[src/rtl/sprite_tex_loader_if.sv]
// Bus bundle between the sprite texture loader, the SDRAM read port and the
// three sprite texture RAM write ports.
interface sprite_tex_loader_if;
   logic        cmd_valid;
   logic        cmd_ready;
   logic [23:0] cmd_addr;
   logic [8:0]  cmd_len;
   logic        rd_valid;
   logic [15:0] rd_data;
   logic        bird_load_en;
   logic [12:0] bird_load_addr;
   logic        pipe_load_en;
   logic [15:0] pipe_load_addr;
   logic        base_load_en;
   logic [13:0] base_load_addr;
   logic [15:0] load_data;

   modport master (
      output cmd_valid, cmd_addr, cmd_len,
      input  cmd_ready, rd_valid, rd_data,
      output bird_load_en, bird_load_addr,
      output pipe_load_en, pipe_load_addr,
      output base_load_en, base_load_addr,
      output load_data
   );

   modport slave (
      input  cmd_valid, cmd_addr, cmd_len,
      output cmd_ready, rd_valid, rd_data,
      input  bird_load_en, bird_load_addr,
      input  pipe_load_en, pipe_load_addr,
      input  base_load_en, base_load_addr,
      input  load_data
   );
endinterface

[src/rtl/sprite_tex_loader.sv]
// Fetches the bird, pipe and base RGB565 images from SDRAM in bounded bursts
// and replays each returned word as a write strobe on the matching texture RAM.
module sprite_tex_loader #(
   parameter int          BIRD_WORDS = 5250,
   parameter int          PIPE_WORDS = 40000,
   parameter int          BASE_WORDS = 9600,
   parameter logic [23:0] BIRD_SRC   = 24'h000000,
   parameter logic [23:0] PIPE_SRC   = 24'h002000,
   parameter logic [23:0] BASE_SRC   = 24'h00C000,
   parameter int          BURST_LEN  = 256
) (
   input  logic                clk,
   input  logic                rst,
   input  logic                start,
   sprite_tex_loader_if.master bus,
   output logic                busy,
   output logic                done,
   output logic [1:0]          dbg_state
);

   // Command handshake: cmd_addr/cmd_len are held while cmd_valid is high and
   // the command is taken on the cycle cmd_valid & cmd_ready. Read data has no
   // back-pressure: every rd_valid cycle in STREAM is one word of the burst.
   typedef enum logic [1:0] {
      S_IDLE   = 2'd0,
      S_CMD    = 2'd1,
      S_STREAM = 2'd2,
      S_FINISH = 2'd3
   } state_e;

   typedef enum logic [1:0] {
      A_BIRD = 2'd0,
      A_PIPE = 2'd1,
      A_BASE = 2'd2
   } asset_e;

   localparam logic [15:0] BIRD_N  = 16'(BIRD_WORDS);
   localparam logic [15:0] PIPE_N  = 16'(PIPE_WORDS);
   localparam logic [15:0] BASE_N  = 16'(BASE_WORDS);
   localparam logic [15:0] BURST_N = 16'(BURST_LEN);
   localparam logic [8:0]  BURST_L = 9'(BURST_LEN);

   state_e      state_q, state_d;
   asset_e      asset_q, asset_d;
   logic [15:0] remaining_q, remaining_d;
   logic [8:0]  burst_cnt_q, burst_cnt_d;
   logic [15:0] idx_q, idx_d;
   logic        busy_q, busy_d;
   logic        done_q, done_d;
   logic [15:0] load_data_q, load_data_d;
   logic        bird_en_q, bird_en_d;
   logic        pipe_en_q, pipe_en_d;
   logic        base_en_q, base_en_d;
   logic [12:0] bird_addr_q, bird_addr_d;
   logic [15:0] pipe_addr_q, pipe_addr_d;
   logic [13:0] base_addr_q, base_addr_d;

   logic [15:0] total_w;
   logic [23:0] src_w;
   logic [15:0] issued_w;
   logic [8:0]  len_w;

   always_comb begin
      total_w = BIRD_N;
      src_w   = BIRD_SRC;
      case (asset_q)
         A_BIRD:  begin total_w = BIRD_N; src_w = BIRD_SRC; end
         A_PIPE:  begin total_w = PIPE_N; src_w = PIPE_SRC; end
         A_BASE:  begin total_w = BASE_N; src_w = BASE_SRC; end
         default: begin total_w = BIRD_N; src_w = BIRD_SRC; end
      endcase
   end

   // Bursts always complete before the next command, so the words still owed
   // for the asset also locate the next burst inside the source image.
   assign issued_w = total_w - remaining_q;
   assign len_w    = (remaining_q > BURST_N) ? BURST_L : remaining_q[8:0];

   always_comb begin
      state_d     = state_q;
      asset_d     = asset_q;
      remaining_d = remaining_q;
      burst_cnt_d = burst_cnt_q;
      idx_d       = idx_q;
      busy_d      = busy_q;
      done_d      = done_q;
      load_data_d = load_data_q;
      bird_en_d   = 1'b0;
      pipe_en_d   = 1'b0;
      base_en_d   = 1'b0;
      bird_addr_d = bird_addr_q;
      pipe_addr_d = pipe_addr_q;
      base_addr_d = base_addr_q;

      case (state_q)
         S_IDLE: begin
            if (start) begin
               busy_d      = 1'b1;
               done_d      = 1'b0;
               asset_d     = A_BIRD;
               remaining_d = BIRD_N;
               idx_d       = '0;
               state_d     = S_CMD;
            end
         end

         S_CMD: begin
            if (bus.cmd_ready) begin
               burst_cnt_d = len_w;
               state_d     = S_STREAM;
            end
         end

         S_STREAM: begin
            if (bus.rd_valid) begin
               load_data_d = bus.rd_data;
               case (asset_q)
                  A_BIRD: begin bird_en_d = 1'b1; bird_addr_d = idx_q[12:0]; end
                  A_PIPE: begin pipe_en_d = 1'b1; pipe_addr_d = idx_q; end
                  A_BASE: begin base_en_d = 1'b1; base_addr_d = idx_q[13:0]; end
                  default: ;
               endcase
               idx_d       = idx_q + 16'd1;
               burst_cnt_d = burst_cnt_q - 9'd1;
               remaining_d = remaining_q - 16'd1;

               if (burst_cnt_q == 9'd1) begin
                  if (remaining_q != 16'd1) begin
                     state_d = S_CMD;
                  end else begin
                     case (asset_q)
                        A_BIRD: begin
                           asset_d     = A_PIPE;
                           remaining_d = PIPE_N;
                           idx_d       = '0;
                           state_d     = S_CMD;
                        end
                        A_PIPE: begin
                           asset_d     = A_BASE;
                           remaining_d = BASE_N;
                           idx_d       = '0;
                           state_d     = S_CMD;
                        end
                        default: state_d = S_FINISH;
                     endcase
                  end
               end
            end
         end

         S_FINISH: begin
            busy_d  = 1'b0;
            done_d  = 1'b1;
            state_d = S_IDLE;
         end

         default: state_d = S_IDLE;
      endcase
   end

   always_ff @(posedge clk) begin
      if (rst) begin
         state_q     <= S_IDLE;
         asset_q     <= A_BIRD;
         remaining_q <= '0;
         burst_cnt_q <= '0;
         idx_q       <= '0;
         busy_q      <= 1'b0;
         done_q      <= 1'b0;
         load_data_q <= '0;
         bird_en_q   <= 1'b0;
         pipe_en_q   <= 1'b0;
         base_en_q   <= 1'b0;
         bird_addr_q <= '0;
         pipe_addr_q <= '0;
         base_addr_q <= '0;
      end else begin
         state_q     <= state_d;
         asset_q     <= asset_d;
         remaining_q <= remaining_d;
         burst_cnt_q <= burst_cnt_d;
         idx_q       <= idx_d;
         busy_q      <= busy_d;
         done_q      <= done_d;
         load_data_q <= load_data_d;
         bird_en_q   <= bird_en_d;
         pipe_en_q   <= pipe_en_d;
         base_en_q   <= base_en_d;
         bird_addr_q <= bird_addr_d;
         pipe_addr_q <= pipe_addr_d;
         base_addr_q <= base_addr_d;
      end
   end

   assign bus.cmd_valid      = (state_q == S_CMD);
   assign bus.cmd_addr       = (state_q == S_CMD) ? (src_w + {8'd0, issued_w}) : 24'd0;
   assign bus.cmd_len        = (state_q == S_CMD) ? len_w : 9'd0;
   assign bus.load_data      = load_data_q;
   assign bus.bird_load_en   = bird_en_q;
   assign bus.bird_load_addr = bird_addr_q;
   assign bus.pipe_load_en   = pipe_en_q;
   assign bus.pipe_load_addr = pipe_addr_q;
   assign bus.base_load_en   = base_en_q;
   assign bus.base_load_addr = base_addr_q;
   assign busy               = busy_q;
   assign done               = done_q;
   assign dbg_state          = state_q;

endmodule

[src/flat_wrapper.sv]
// flat-port wrapper written by rule: the top's interface ports become plain ports
module sprite_tex_loader_flat 
#(
   parameter int          BIRD_WORDS = 5250,
   parameter int          PIPE_WORDS = 40000,
   parameter int          BASE_WORDS = 9600,
   parameter logic [23:0] BIRD_SRC   = 24'h000000,
   parameter logic [23:0] PIPE_SRC   = 24'h002000,
   parameter logic [23:0] BASE_SRC   = 24'h00C000,
   parameter int          BURST_LEN  = 256
)
  (clk, rst, start, busy, done, dbg_state, bus_cmd_valid, bus_cmd_addr, bus_cmd_len, bus_cmd_ready, bus_rd_valid, bus_rd_data, bus_bird_load_en, bus_bird_load_addr, bus_pipe_load_en, bus_pipe_load_addr, bus_base_load_en, bus_base_load_addr, bus_load_data);
  sprite_tex_loader_if bus_i ();
  input  logic clk;
  input  logic rst;
  input  logic start;
  output logic busy;
  output logic done;
  output logic [1:0] dbg_state;
  output wire logic [$bits(bus_i.cmd_valid)-1:0] bus_cmd_valid;
  output wire logic [$bits(bus_i.cmd_addr)-1:0] bus_cmd_addr;
  output wire logic [$bits(bus_i.cmd_len)-1:0] bus_cmd_len;
  input wire logic [$bits(bus_i.cmd_ready)-1:0] bus_cmd_ready;
  input wire logic [$bits(bus_i.rd_valid)-1:0] bus_rd_valid;
  input wire logic [$bits(bus_i.rd_data)-1:0] bus_rd_data;
  output wire logic [$bits(bus_i.bird_load_en)-1:0] bus_bird_load_en;
  output wire logic [$bits(bus_i.bird_load_addr)-1:0] bus_bird_load_addr;
  output wire logic [$bits(bus_i.pipe_load_en)-1:0] bus_pipe_load_en;
  output wire logic [$bits(bus_i.pipe_load_addr)-1:0] bus_pipe_load_addr;
  output wire logic [$bits(bus_i.base_load_en)-1:0] bus_base_load_en;
  output wire logic [$bits(bus_i.base_load_addr)-1:0] bus_base_load_addr;
  output wire logic [$bits(bus_i.load_data)-1:0] bus_load_data;
  assign bus_cmd_valid = bus_i.cmd_valid;
  assign bus_cmd_addr = bus_i.cmd_addr;
  assign bus_cmd_len = bus_i.cmd_len;
  assign bus_i.cmd_ready = bus_cmd_ready;
  assign bus_i.rd_valid = bus_rd_valid;
  assign bus_i.rd_data = bus_rd_data;
  assign bus_bird_load_en = bus_i.bird_load_en;
  assign bus_bird_load_addr = bus_i.bird_load_addr;
  assign bus_pipe_load_en = bus_i.pipe_load_en;
  assign bus_pipe_load_addr = bus_i.pipe_load_addr;
  assign bus_base_load_en = bus_i.base_load_en;
  assign bus_base_load_addr = bus_i.base_load_addr;
  assign bus_load_data = bus_i.load_data;
  sprite_tex_loader #(.BIRD_WORDS(BIRD_WORDS), .PIPE_WORDS(PIPE_WORDS), .BASE_WORDS(BASE_WORDS), .BIRD_SRC(BIRD_SRC), .PIPE_SRC(PIPE_SRC), .BASE_SRC(BASE_SRC), .BURST_LEN(BURST_LEN)) u_core (.clk(clk), .rst(rst), .start(start), .bus(bus_i), .busy(busy), .done(done), .dbg_state(dbg_state));
endmodule
[config.mk]
export PLATFORM = sky130hd
export DESIGN_NAME = sprite_tex_loader_flat
export DESIGN_NICKNAME = d
export VERILOG_FILES = /design/src/rtl/sprite_tex_loader_if.sv /design/src/rtl/sprite_tex_loader.sv /design/src/flat_wrapper.sv
export SDC_FILE = /design/constraint.sdc
export NUM_CORES = 1
export LEC_CHECK = 0
export CAP_MARGIN = 25
export CORE_ASPECT_RATIO = 2
export CORE_MARGIN = 2
export CORE_UTILIZATION = 59
export CTS_BUF_LIST = sky130_fd_sc_hd__clkbuf_8
export DETAILED_ROUTE_END_ITERATION = 16
export DONT_BUFFER_PORTS = 1
export GPL_ROUTABILITY_DRIVEN = 0
export GPL_TIMING_DRIVEN = 0
export PLACE_DENSITY = 0.75
export SLEW_MARGIN = 10
export SYNTH_ARGS = -nofsm -noshare
export SYNTH_HDL_FRONTEND = slang
export SYNTH_SLANG_ARGS = --single-unit
[constraint.sdc]
create_clock -name clk -period 11.66 [get_ports clk]
set_clock_uncertainty 0.1 [all_clocks]
set_input_delay 2.915 -clock clk [delete_from_list [all_inputs] [get_ports clk]]
set_output_delay 2.915 -clock clk [all_outputs]
set_load 0.1 [all_outputs]
==> metrics.cfg, run 1 <==
[outcome]
status=finished, final reports clean

[logic_synthesis]
synthSimpleGateAreaFrac_pct=28.58
synth_compound_area_share_pct=17.29
synth_common_cells=nand2_1, dfxtp_1, a21oi_1
synthXorXnorAreaFrac_pct=5.208
postSynth.asyncResetShare_pct=0
synth-seq-cells=109
synth.area.top_cells=dfxtp_1, nand2_1, a21oi_1
synth_area_per_cell_sq_um=7.685
synth_top_area_cell=dfxtp_1
synthAdderAreaFrac_pct=4.070
syn_inst=744
synth.most_common_cell=nand2_1
synth_top_area_share_pct=38.16
synth_cell_type_count=66
ys_warn_count=0
synth_ff_type=dfxtp_1
synth_top_family_by_area=simple AND/OR/NAND/NOR gates
syn_area_sq_um=5718
seq_area_frac_synth_pct=38.16
synthMuxAreaShare_pct=0.1751
synth_edf_count=0

[clock_network]
cts_tree=yes
cts.reportedPaths.clkPinSlew_ns=0.11
cts-htree-levels=3
clock_latency_ns=0.38
cts_buffer_depth=2
cts_hold_buf=0
cts.sinks=109
cts_root_buf=clkbuf_8
cts_inserted_buffers=9
post_cts_buffers=0
post_cts_resized=0

[route]
first_iter_violations=423
drt_pass1_iterations=5
antenna_left=0
vias=5518
vias_per_cell=6.292
drc=0
drt_wl_total_mm=16.79
wl_per_cell_microns=19.14

[cells_and_area]
final_cells=877
n_antenna_cell=0
layout-drive-gt1-share_pct=10.35
seq_area_sq_um=2182
num-nets-final=807
multi_input_area_sq_um=3242
synthToLayoutAreaGrowth_pct=9.475
n_fill_cell=827

[sta]
fin_crit_ns=7.256
finalCritPeriodShare_pct=62.23
max_freq_mhz=137.8
setup_ws_ns=4.404
hold_viol=0
slew_headroom_pct=29.16
maxSlewViolCount=0
tightest_slew_ns=1.061
setup_viol=0
setup_tns_ns=0
rsz0062_at_grt=false

[power_and_ir_drop]
power.leakage_uw=0.002260
peakVddDrop_mv=0.09357
total_power_uw=832.9
p_per_area_nw_per_um2=133.1

[worst_hold_path]
hold_path.startpoint=u_core.idx_q[15]
hold_path_class=register to register

[floorplanning]
die_w_microns=73.61
rows=50
fp.dieArea_sq_um=10540
die_h_microns=143.2
core_area_sq_um=9384
initial_core_util_pct=60.93
pin_count=121

[placement]
dp_hpwl_mm=12.98
dp_cells=861
place_ws_ns=4.907
io_buffer_count=0

[critical_path]
worstReg2RegStart=u_core.dbg_state[1]
path_max_fanout=8
worstPathArrival_ns=4.24
start_kind=register
crit_start=u_core.asset_q[1]
crit_type=register to output pin
cp_data_required_time_ns=8.65
end_kind=output pin

[global_route]
grt_use_met3_pct=5.505
grtUsageMet1_pct=31.18
overflow=0
grt_pass1_wl_mm=26.34
grt_max_degree=21
track_usage_pct=32.25
busiest_layer=met2
grt_pass1_vias=5456
antenna_found_initial=0
met2_usage_pct=59.59

[job]
max-cap-violations=0

## cell type report
type | count | share of cell area (%)
Timing Repair Buffer | 7 | 2.099
Clock buffer | 10 | 2.199
Multi-Input combinational cell | 564 | 51.79
Tap cell | 104 | 2.079
Buffer | 57 | 4.717
Sequential cell | 109 | 34.86
Inverter | 20 | 1.199
Clock inverter | 6 | 1.059
## per-stage QoR
stage	utilization, %	hold slack, ns	area (sq um)
final	66.71	0.3893	6260
after global placement	62.56	0.3906	5871
after CTS	66.71	0.3919	6260
after global routing	66.71	0.3935	6260
after detailed placement	64.53	0.3924	6056
after floorplan	-	0.3437	5741
## cells in the final DEF, fill, tap and decap left out, drive strengths merged, types with 5 or more instances in the layout
cell type and instances:
buf 37, nand4 15, nand2 157, conb 7, nor3 22, nor2 69, a31oi 6, nor4 10
dfxtp 109, clkbuf 37, nor2b 8, nand3 14, nand2b 7, and3 12, o21ai 28, o31ai 5
xnor2 17, and2 11, a21oi 88, ha 17, a211oi 6, inv 22, xor2 17
## routing by layer
metal  wire [microns]  vias up
li1                 -     2578
met1             5620     2607
met2             9167      247
met3              933       86
met4             1067        0
met5                0        -
## flip-flops by register name (all words and copies together), names as in the netlist
name                       cells
u_core.bus.load_data          16
u_core.asset_q                 2
u_core.busy                    1
u_core.remaining_q            16
u_core.done                    1
u_core.bus.bird_load_en        1
u_core.dbg_state               2
u_core.idx_q                  16
u_core.bus.base_load_en        1
u_core.bus.bird_load_addr     13
u_core.bus.base_load_addr     14
u_core.bus.pipe_load_addr     16
u_core.burst_cnt_q             9
u_core.bus.pipe_load_en        1
## final timing paths
check | endpoint | slack (ns) | cells past startpoint
worst max-delay path | bus_cmd_addr[16] | 4.40 | 14
worst min-delay path | u_core.bus.pipe_load_addr[15] | 0.39 | 2
worst max register to register | u_core.burst_cnt_q[6] | 8.25 | 6
worst min register to register | u_core.bus.pipe_load_addr[15] | 0.39 | 2
## logic make-up (layout without fill, tap and decap cells)
kind of cell | after synthesis | after routing
AOI/OAI and AO/OA | 163 | 163
xor gates and xnor gates | 34 | 34
adders and majority gates | 18 | 18
buffers and inverters | 77 | 100
DFF | 109 | 109
muxes | 1 | 1
other | 1 | 7
and+or+nand+nor | 341 | 341
## power breakdown
| group | switching, uW | total (uW) | internal [uW] |
|---|---|---|---|
| sequential | 22.5 | 402 | 380 |
| clock | 139 | 229 | 89.5 |
| combinational | 145 | 202 | 57.3 |
## worst max-delay path, stage by stage (launching register included)
cell and delay (ns):
dfxtp_1 0.48, inv_1 0.15, ha_1 0.24, buf_4 0.19
inv_1 0.22, ha_1 0.25, nand2b_1 0.08, a22o_1 0.25
a41o_1 0.30, o221ai_1 0.17, nand2_1 0.12, xnor2_1 0.15
ha_1 0.30, and2_1 0.13, a32o_1 0.83
Note: power is estimated with default switching activity, not from simulation.
==> inputs of run 2 (changes only) <==
Clock period 11.66 ns to 7.2 ns, I/O delays scaled along.
==> results of run 2 <==
The final DEF is identical to that of run 1. Status: finished, final reports clean.
Main changes from that run: setup slack after placement 4.907 ns -> 1.562 ns; setup slack after layout 4.404 ns -> 1.059 ns; register-to-register setup slack 8.25 ns -> 3.79 ns; total power 832.9 uW -> 1349 uW; worst IR drop on VDD 0.09357 mV -> 0.1515 mV
==> inputs of run 3 (changes only) <==
--- a/config.mk
+++ b/config.mk
@@ -15,5 +15,5 @@
 export GPL_ROUTABILITY_DRIVEN = 0
 export GPL_TIMING_DRIVEN = 0
-export PLACE_DENSITY = 0.75
+export PLACE_DENSITY = 0.79
 export SLEW_MARGIN = 10
 export SYNTH_ARGS = -nofsm -noshare
--- a/constraint.sdc
+++ b/constraint.sdc
@@ -3,3 +3,3 @@
 set_input_delay 1.8 -clock clk [delete_from_list [all_inputs] [get_ports clk]]
 set_output_delay 1.8 -clock clk [all_outputs]
-set_load 0.1 [all_outputs]
+set_load 0.01 [all_outputs]
==> run 3 against run 2 <==
Compared with the run above:
- hold slack better by 0.0068 ns
- sequential power down 3%
- global-route usage down 0.74 points
- die area unchanged
- first-iteration DRC count up 19%
- power down 7.0%
- sequential cell count unchanged
- core utilization down 2.0 points
- design area down 2.9%
==> metrics.cfg, run 3 (same netlist as run 1, synthesis figures left out) <==
[outcome]
status=finished, final reports clean  ; unchanged

[global_route]
antenna_found_initial=0  ; unchanged
grt_max_degree=20  ; was 21
overflow=0  ; unchanged
grt_pass1_wl_mm=25.78  ; was 26.34 mm
track_usage_pct=31.51  ; was 32.25%
grt_pass1_vias=5291  ; was 5456

[power_and_ir_drop]
power.leakage_uw=0.002198  ; was 0.002260 uW
p_per_area_nw_per_um2=206.4  ; was 215.5 nW/um^2
peakVddDrop_mv=0.2462  ; was 0.1515 mV

[cells_and_area]
final_cells=870  ; was 877
synthToLayoutAreaGrowth_pct=6.258  ; was 9.475%
layout_common_cells=nand2_1, dfxtp_1, a21oi_1  ; unchanged
n_antenna_cell=0  ; unchanged
layout-drive-gt1-share_pct=7.702  ; was 10.35%
layout_commonest_cell=nand2_1  ; unchanged
num-nets-final=800  ; was 807

[clock_network]
cts-htree-levels=3  ; unchanged
cts_inserted_buffers=9  ; unchanged
cts.reportedPaths.clkPinSlew_ns=0.11  ; about the same
cts_root_buf=clkbuf_8  ; unchanged
post_cts_buffers=0  ; unchanged
clock_latency_ns=0.38  ; about the same
cts.sinks=109  ; unchanged
cts_buffer_depth=2  ; unchanged
post_cts_resized=0  ; unchanged
cts_tree=yes  ; unchanged
cts_hold_buf=0  ; unchanged

[route]
antenna_left=0  ; unchanged
wl_per_cell_microns=18.86  ; was 19.14 microns
drt_pass1_iterations=5  ; unchanged
vias_per_cell=6.283  ; was 6.292
first_iter_violations=502  ; was 423
drc=0  ; unchanged
drt_wl_total_mm=16.41  ; was 16.79 mm
vias=5466  ; was 5518

[job]
max-cap-violations=0  ; unchanged

[worst_hold_path]
hold_path.startpoint=u_core.idx_q[15]  ; unchanged
hold_path_class=register to register  ; unchanged
hold_depth=2  ; unchanged
worstHoldEndpoint=u_core.bus.pipe_load_addr[15]  ; unchanged

[critical_path]
r2r_cells=6  ; unchanged
reg2reg_to=u_core.burst_cnt_q[1]  ; was u_core.burst_cnt_q[6]
path_max_fanout=6  ; was 8
end_kind=output pin  ; unchanged
crit_type=register to output pin  ; unchanged
start_kind=register  ; unchanged
reg2reg_slack_ns=4.27  ; was 3.79 ns
worstPathArrival_ns=3.98  ; was 4.24 ns
cp_data_required_time_ns=5.30  ; about the same
worstReg2RegStart=u_core.remaining_q[11]  ; was u_core.dbg_state[1]

[sta]
max_freq_mhz=170.2  ; was 162.8 MHz
setup_viol=0  ; unchanged
tightest_slew_ns=0.9192  ; was 1.061 ns
hold_viol=0  ; unchanged
setup_tns_ns=0  ; unchanged
maxSlewViolCount=0  ; unchanged
slew_headroom_pct=38.16  ; was 29.16%
setup_ws_ns=1.324  ; was 1.059 ns
fin_crit_ns=5.876  ; was 6.141 ns
rsz0062_at_grt=false  ; unchanged
finalCritPeriodShare_pct=81.62  ; was 85.30%

[floorplanning]
initial_core_util_pct=60.93  ; unchanged
rows=50  ; unchanged
die_w_microns=73.61  ; unchanged
core_area_sq_um=9384  ; unchanged
die_h_microns=143.2  ; unchanged
fp.dieArea_sq_um=10540  ; unchanged
pin_count=121  ; unchanged

[placement]
place_ws_ns=1.805  ; was 1.562 ns
dp_cells=854  ; was 861
io_buffer_count=0  ; unchanged
dp_hpwl_mm=12.69  ; was 12.98 mm

## run 3: cell count changes in the layout (fill, tap and decap cells not counted), moves of 2 or more
cell	delta
clkinv_4	+2
nor2_2	-10
buf_16	-3
nor3_2	-2
nor3_1	+2
buf_8	-3
clkinv_8	-2
nor2_1	+10
## run 3: layout make-up
| type | count | area (sq um) |
|---|---|---|
| Buffer | 57 | 294.0 |
| Inverter | 20 | 75.07 |
| Tap cell | 104 | 130.1 |
| Clock buffer | 9 | 123.9 |
| Sequential cell | 109 | 2182 |
| Multi-Input combinational cell | 564 | 3189 |
| Fill cell | 833 | 3308 |
| Clock inverter | 7 | 81.33 |
## run 3: report_power, final
| group | internal [uW] | switching (uW) |
|---|---|---|
| clock network | 166 | 221 |
| logic | 82.5 | 152 |
| registers | 615 | 17.8 |
## run 3: layer usage
metal	GRT usage, %	share of wire, %	vias up	wire, microns
met4	17.70	5.6	0	912
met2	58.27	54	279	8836
met5	0	0	-	0
met3	8.327	7.5	75	1235
li1	-	-	2567	-
met1	29.86	33	2545	5425
## run 3: how the worst max path moves through the flow
| stage | start | to | slack [ns] | depth (start not counted) |
|---|---|---|---|---|
| 2_1_floorplan | u_core.asset_q[1] | bus_cmd_addr[15] | 2.29 | 14 |
| 3_3_place_gp | u_core.asset_q[0] | bus_cmd_addr[15] | 1.88 | 12 |
| 3_5_place_dp | u_core.asset_q[0] | bus_cmd_addr[15] | 1.80 | 12 |
| 4_1_cts | u_core.asset_q[1] | bus_cmd_addr[15] | 1.37 | 14 |
| 5_1_grt | u_core.asset_q[0] | bus_cmd_addr[15] | 1.11 | 13 |
| 6_report | u_core.asset_q[0] | bus_cmd_addr[15] | 1.32 | 12 |
## run 3: metrics by stage
step	utilization (%)	hold slack, ns	cell area, sq um	power, uW
floorplan	-	0.3436	5741	820.2
global placement	62.56	0.3774	5871	865.5
detailed placement	62.56	0.3704	5871	873.6
CTS	64.75	0.3954	6076	1248
global route	64.75	0.4221	6076	1299
finish	64.75	0.3961	6076	1254
## run 3: critical path, cell delays in order, from the launching register on
cell and delay [ns]:
dfxtp_1 0.47, inv_1 0.17, ha_1 0.39, fa_1 0.47, nor2_1 0.16, nand4_1 0.22, a31oi_1 0.47, or3_4 0.23
nand3_1 0.07, nor2b_1 0.14, ha_1 0.21, o31a_1 0.29, nor3_1 0.30
